==> src/rtl/cpu_hazard_unit_pkg.sv <==
// ============================================================================
//  Module      : cpu_pkg (package)
//  Description : Shared types and constants for the CPU hazard unit.
//                trk_entry_t describes one tracked post-decode pipeline stage.
//                The destination field is sized for the widest supported
//                register index (c_rd_max_w bits). Narrower indices are
//                zero-extended into it.
//  Revision    : 1.0 - initial release
// ============================================================================
`default_nettype none

package cpu_pkg;

  // Register index that never creates a hazard (hard-wired zero register).
  localparam int c_zero_reg_default = 31;

  // Widest register index held in a tracking entry. REG_ADDR_W must not exceed it.
  localparam int c_rd_max_w = 8;

  typedef struct packed {
    logic                  valid;
    logic [c_rd_max_w-1:0] rd;
    logic                  regwren;
    logic                  is_load;
  } trk_entry_t;

endpackage

`default_nettype wire

==> src/rtl/cpu_hazard_match.sv <==
// ============================================================================
//  Module      : cpu_hazard_match
//  Description : Match and priority-encode for one decode source register
//                against the tracked post-decode stages. When several stages
//                match, the youngest one (smallest index) wins.
//  Ports       : i_src     - decode source register index
//                i_uses    - source is actually read by the instruction
//                i_trk     - tracking entries, stage 1 (EX) .. FWD_DEPTH
//                o_hit     - some stage matches
//                o_sel     - winning stage index (0 when no match)
//                o_is_load - winning stage holds a load
//  Revision    : 1.0 - initial release
// ============================================================================
`default_nettype none

module cpu_hazard_match
  import cpu_pkg::*;
#(
  parameter int REG_ADDR_W = 5,
  parameter int FWD_DEPTH  = 2,
  parameter int ZERO_REG   = c_zero_reg_default,
  parameter int SEL_W      = $clog2(FWD_DEPTH + 1)
) (
  input  logic [REG_ADDR_W-1:0]  i_src,
  input  logic                   i_uses,
  input  trk_entry_t [FWD_DEPTH:1] i_trk,
  output logic                   o_hit,
  output logic [SEL_W-1:0]       o_sel,
  output logic                   o_is_load
);

  logic w_src_live;

  assign w_src_live = i_uses && (i_src != REG_ADDR_W'(ZERO_REG));

  // Scan oldest to youngest so that the youngest match is the last assignment.
  always_comb begin
    o_hit     = 1'b0;
    o_sel     = '0;
    o_is_load = 1'b0;
    for (int k = FWD_DEPTH; k >= 1; k--) begin
      if (w_src_live && i_trk[k].valid && i_trk[k].regwren &&
          (i_trk[k].rd == c_rd_max_w'(i_src))) begin
        o_hit     = 1'b1;
        o_sel     = SEL_W'(k);
        o_is_load = i_trk[k].is_load;
      end
    end
  end

endmodule

`default_nettype wire

==> src/rtl/cpu_hazard_unit.sv <==
// ============================================================================
//  Module      : cpu_hazard_unit
//  Description : Data-hazard detection for an in-order pipeline. It tracks
//                the destinations of the last FWD_DEPTH issued instructions.
//                It produces operand-forward selects and a load-use stall
//                combinationally from the decode-stage instruction.
//  Build macro : CPU_HAZARD_FORWARD_EN
//                  defined   - forwarding enabled. Only load-use hazards at
//                              stage <= LOAD_LAT stall.
//                  undefined - no forwarding. fwd_sel_a/b are tied to 0, and
//                              any match in any tracked stage stalls.
//  Parameters  : REG_ADDR_W (<= 8), FWD_DEPTH (1..4),
//                LOAD_LAT (0..FWD_DEPTH-1), ZERO_REG
//  Ports       : clk, reset (async, active high)
//                id_valid, id_rn, id_rm, id_uses_rn, id_uses_rm,
//                id_rd, id_regwren, id_is_load - decode-stage instruction
//                flush       - kill the decode instruction this cycle
//                fwd_sel_a/b - 0 = register file, k = forward from stage k
//                stall       - hold fetch/decode, insert a bubble
//                stall_count - saturating count of stall cycles
//  Revision    : 1.0 - initial release
// ============================================================================
`default_nettype none

module cpu_hazard_unit
  import cpu_pkg::*;
#(
  parameter  int REG_ADDR_W = 5,
  parameter  int FWD_DEPTH  = 2,
  parameter  int LOAD_LAT   = 1,
  parameter  int ZERO_REG   = c_zero_reg_default,
  localparam int SEL_W      = $clog2(FWD_DEPTH + 1)
) (
  input  logic                  clk,
  input  logic                  reset,
  input  logic                  id_valid,
  input  logic [REG_ADDR_W-1:0] id_rn,
  input  logic [REG_ADDR_W-1:0] id_rm,
  input  logic                  id_uses_rn,
  input  logic                  id_uses_rm,
  input  logic [REG_ADDR_W-1:0] id_rd,
  input  logic                  id_regwren,
  input  logic                  id_is_load,
  input  logic                  flush,
  output logic [SEL_W-1:0]      fwd_sel_a,
  output logic [SEL_W-1:0]      fwd_sel_b,
  output logic                  stall,
  output logic [31:0]           stall_count
);

  trk_entry_t [FWD_DEPTH:1] r_trk;
  trk_entry_t               w_trk_in;
  logic [31:0]              r_stall_count;
  logic [31:0]              w_stall_count_nxt;
  logic                     w_hit_a;
  logic                     w_hit_b;
  logic                     w_load_a;
  logic                     w_load_b;
  logic [SEL_W-1:0]         w_sel_a;
  logic [SEL_W-1:0]         w_sel_b;
  logic                     w_stall;

  cpu_hazard_match #(
    .REG_ADDR_W (REG_ADDR_W),
    .FWD_DEPTH  (FWD_DEPTH),
    .ZERO_REG   (ZERO_REG),
    .SEL_W      (SEL_W)
  ) u_match_a (
    .i_src     (id_rn),
    .i_uses    (id_uses_rn),
    .i_trk     (r_trk),
    .o_hit     (w_hit_a),
    .o_sel     (w_sel_a),
    .o_is_load (w_load_a)
  );

  cpu_hazard_match #(
    .REG_ADDR_W (REG_ADDR_W),
    .FWD_DEPTH  (FWD_DEPTH),
    .ZERO_REG   (ZERO_REG),
    .SEL_W      (SEL_W)
  ) u_match_b (
    .i_src     (id_rm),
    .i_uses    (id_uses_rm),
    .i_trk     (r_trk),
    .o_hit     (w_hit_b),
    .o_sel     (w_sel_b),
    .o_is_load (w_load_b)
  );

`ifdef CPU_HAZARD_FORWARD_EN
  // Load data only becomes forwardable once the load is beyond stage LOAD_LAT.
  logic w_load_hz_a;
  logic w_load_hz_b;

  assign w_load_hz_a = w_hit_a && w_load_a && (int'(w_sel_a) <= LOAD_LAT);
  assign w_load_hz_b = w_hit_b && w_load_b && (int'(w_sel_b) <= LOAD_LAT);
  assign w_stall     = id_valid && !flush && (w_load_hz_a || w_load_hz_b);

  // A killed, stalled or absent instruction reads the register file.
  assign fwd_sel_a = (id_valid && !flush && !w_stall) ? w_sel_a : '0;
  assign fwd_sel_b = (id_valid && !flush && !w_stall) ? w_sel_b : '0;
`else
  // Without forwarding, wait until the writer has left the tracked window.
  logic w_unused_fwd;

  assign w_stall      = id_valid && !flush && (w_hit_a || w_hit_b);
  assign fwd_sel_a    = '0;
  assign fwd_sel_b    = '0;
  assign w_unused_fwd = ^{w_sel_a, w_sel_b, w_load_a, w_load_b, (LOAD_LAT != 0)};
`endif

  // A stalled or flushed decode instruction is replaced by a bubble.
  always_comb begin
    w_trk_in = '0;
    if (id_valid && !w_stall && !flush) begin
      w_trk_in.valid   = 1'b1;
      w_trk_in.rd      = c_rd_max_w'(id_rd);
      w_trk_in.regwren = id_regwren;
      w_trk_in.is_load = id_is_load;
    end
  end

  assign w_stall_count_nxt = (w_stall && (r_stall_count != 32'hFFFF_FFFF)) ?
                             r_stall_count + 32'd1 : r_stall_count;

  always_ff @(posedge clk or posedge reset) begin
    if (reset) begin
      r_trk         <= '0;
      r_stall_count <= '0;
    end else begin
      r_trk[1] <= w_trk_in;
      for (int k = 2; k <= FWD_DEPTH; k++) begin
        r_trk[k] <= r_trk[k-1];
      end
      r_stall_count <= w_stall_count_nxt;
    end
  end

  assign stall       = w_stall;
  assign stall_count = r_stall_count;

endmodule

`default_nettype wire

==> config.mk <==
export PLATFORM = sky130hd
export DESIGN_NAME = cpu_hazard_unit
export DESIGN_NICKNAME = d
export VERILOG_FILES = /design/src/rtl/cpu_hazard_unit_pkg.sv /design/src/rtl/cpu_hazard_match.sv /design/src/rtl/cpu_hazard_unit.sv
export SDC_FILE = /design/constraint.sdc
export NUM_CORES = 1
export LEC_CHECK = 0
export BUFFER_PORTS_ARGS = -buffer_cell sky130_fd_sc_hd__buf_2
export CORE_MARGIN = 2
export CORE_UTILIZATION = 35
export DETAILED_ROUTE_END_ITERATION = 10
export SKIP_LAST_GASP = 1
export SLEW_MARGIN = 20
export SYNTH_ARGS = -nofsm -noshare
export SYNTH_HDL_FRONTEND = slang
export SYNTH_SLANG_ARGS = --single-unit
==> constraint.sdc <==
create_clock -name clk -period 2.42 [get_ports clk]
set_input_delay 0.121 -clock clk [delete_from_list [all_inputs] [get_ports clk]]
set_output_delay 0.121 -clock clk [all_outputs]
set_load 0.01 [all_outputs]
==> impl_metrics.tcl <==
set metrics [dict create \
    ys_top_cells_by_count "46 x dfrtp_1, 46 x xor2_1, 18 x nand3_1, 18 x nor2_1, 14 x nand2_1" \
    maxCapViolations 0 \
    routed_wl_um 5060 \
    critPathCaptureType "register" \
    clock_latency_ps 290 \
    irDropWorstVdd_mv 0.221 \
    dp_hpwl_um 3770 \
    timing.final.crit_share_pct 91.3 \
    critPathMaxFanout 28 \
    hold_ws_ps 31.8 \
    placed_cells 362 \
    routed_via_density 4.91 \
    yosysTopAreaCell "dfrtp_1" \
    synth_area_leaders "dfrtp_1 47%, xor2_1 17%, nand3_1 3.7%" \
    avgSynthCellArea_um2 10.7 \
    finalMaxSlewViolations 0 \
    async_flop_share_pct 100 \
    fin_util_pct 43.2 \
    cts_sinks 46 \
    seqCellArea_um2 1150 \
    ctsHtreeMaxLevel 2 \
    p_seq_share_pct 55.1 \
    p_leak_nw 1.50 \
    period_needed_ps 2210 \
    yosysUniqueCellTypes 34 \
    root_buffer "clkbuf_8" \
    grt_pass1_vias 1833 \
    netlist.area_leader.share_pct 47.4 \
    seq_area_frac_synth_pct 47.4 \
    synthCells 228 \
    cts.path.max_buffers 2 \
    antenna_found_initial 0 \
    drt_iter0_drc 65 \
    path_class "register to register" \
    p_sw_share_pct 21.9 \
    ant_nets 0 \
    fillers 672 \
    netlist_area_um2 2430 \
    grt_usage_pct 14.7 \
    arrival_ps 2420 \
    pin_count 60 \
    portBuffers 54 \
    tightestPinTransition_ps 521 \
    rsz0062_at_grt "false" \
    drc 0 \
    dpl_cell_area_um2 2800 \
    synth_ff_type "dfrtp_1" \
    dieArea_um2 7620 \
    num_vias 1821 \
    setup_viol 0 \
    p_clk_share_pct 38.4 \
    dieHeight_um 87.3 \
    die_w_um 87.3 \
    start_util_pct 36.0 \
    p_per_area_nw_per_um2 497 \
    fin_area_um2 2920 \
    hold_viol 0 \
    cts.clk_slew.worst_paths_ps 80 \
    layout.nets 314 \
    n_antenna_cell 0 \
    num_rows 30 \
    relSlewSlack_pct 65.2 \
    crit_required_ps 2630 \
    routabilityCongestion 0.862 \
    tritoncts "yes" \
    max_freq_mhz 453 \
    grt_max_degree 29 \
    finalSetupTns_ps 0 \
    synth-seq-cells 46 \
    dr.pass1.iters 4 \
    synth-edff-count 0 \
    cts-buffers-inserted 5 \
    status "complete, no violations" \
    min_path_type "input port to register" \
    ys_warn_count 0 \
    fin_skew_ps 5.57 \
    multi_input_area_um2 1190 \
    combinationalPowerShare_pct 6.5 \
    syn_to_final_growth_pct 20.0 \
    finalNonFillerCells 371 \
    p_int_w 0.00113 \
    cp-start-kind "register" \
    gr-total-overflow 0 \
    grt_pass1_wl_um 8850 \
    post_drt_wl_per_cell_um 13.6 \
    power.switching_w 0.000317 \
    core-area_um2 6760 \
    drive_above_1_share_pct 29.2 \
]
## final cells by class
class	instances	share of cell area (%)
tap	80	3.43
timing repair buffer	64	11.9
clock buffer	6	2.49
inverter	5	0.644
multi-input combinational	168	40.8
clock inverter	2	1.29
sequential	46	39.5
## power by group through the flow
stage | clock network [W] | registers, W | logic, W
final | 0.000557 | 0.000798 | 0.0000939
after global placement | 0 | 0.000813 | 0.0000940
after detailed placement | 0 | 0.000814 | 0.0000951
after floorplan | 0 | 0.000814 | 0.0000532
after global routing | 0.000614 | 0.000801 | 0.000108
after CTS | 0.000580 | 0.000799 | 0.0000966
## cell usage in the layout (no fill, tap or decap), types with 2 or more instances in the layout
| cell type | n |
|---|---|
| and2_1 | 6 |
| nand2_1 | 14 |
| and4_1 | 2 |
| nand4_1 | 8 |
| nand3_1 | 18 |
| xor2_1 | 46 |
| clkbuf_8 | 5 |
| nor4b_4 | 3 |
| or2_2 | 3 |
| nor4_1 | 8 |
| nor3_1 | 10 |
| and3_1 | 3 |
| o21ai_0 | 2 |
| nor2_1 | 18 |
| xnor2_1 | 5 |
| a22oi_1 | 2 |
| inv_1 | 4 |
| dfrtp_1 | 46 |
| nor4_2 | 5 |
| buf_4 | 9 |
| buf_2 | 54 |
| conb_1 | 4 |
## registers in the layout, summed over array words and instances, names as in the netlist
| signal | cells |
|---|---|
| stall_count | 32 |
| r_trk | 14 |
## critical path, stage by stage, from the launching register on
cell	delay [ps]
dfrtp_1	420
xor2_1	160
nor4_1	280
a22oi_1	160
o32a_1	370
buf_4	250
nor4b_4	290
xor2_1	180
## metal layers
| metal | track usage, % | vias up | wire, um |
|---|---|---|---|
| met1 | 20.7 | 868 | 2440 |
| li1 | - | 906 | - |
| met4 | 3.36 | 0 | 52 |
| met3 | 3.03 | 4 | 208 |
| met5 | 0 | - | 0 |
| met2 | 23.1 | 43 | 2360 |
## repair_timing
item                                   in CTS  in global routing
hold buffers                                1                  0
setup buffers                               0                  0
endpoints found under the hold margin      24                  0
resized for setup                           0                  0
## cells by family after synthesis
| family | Yosys count | share of synthesized area (%) |
|---|---|---|
| compound gates | 7 | 2.11 |
| mux | 1 | 0.618 |
| buf+inv | 17 | 4.17 |
| fa+ha+maj | 1 | 0.515 |
| other cells | 1 | 0.154 |
| simple gates | 104 | 26.7 |
| flops | 46 | 47.4 |
| xor+xnor | 51 | 18.4 |
## through the flow
stage	power, W	setup slack, ps
after floorplan	0.000867	374
after global placement	0.000907	237
after detailed placement	0.000909	243
after CTS	0.00148	198
after global routing	0.00152	34.5
final	0.00145	210
## final timing paths
check                          start         endpoint  slack (ps)  cells past startpoint
min in group asynchronous      reset   stall_count[3]         410                      3
setup reg to reg            r_trk[6]  stall_count[21]         210                      7
max in group asynchronous      reset  stall_count[20]        1330                      4
hold reg to reg            r_trk[10]        r_trk[21]         380                      0
hold / removal              id_rd[0]         r_trk[2]          30                      2
setup / recovery            r_trk[6]  stall_count[21]         210                      7
No activity file was read; power rests on OpenSTA's default activity.
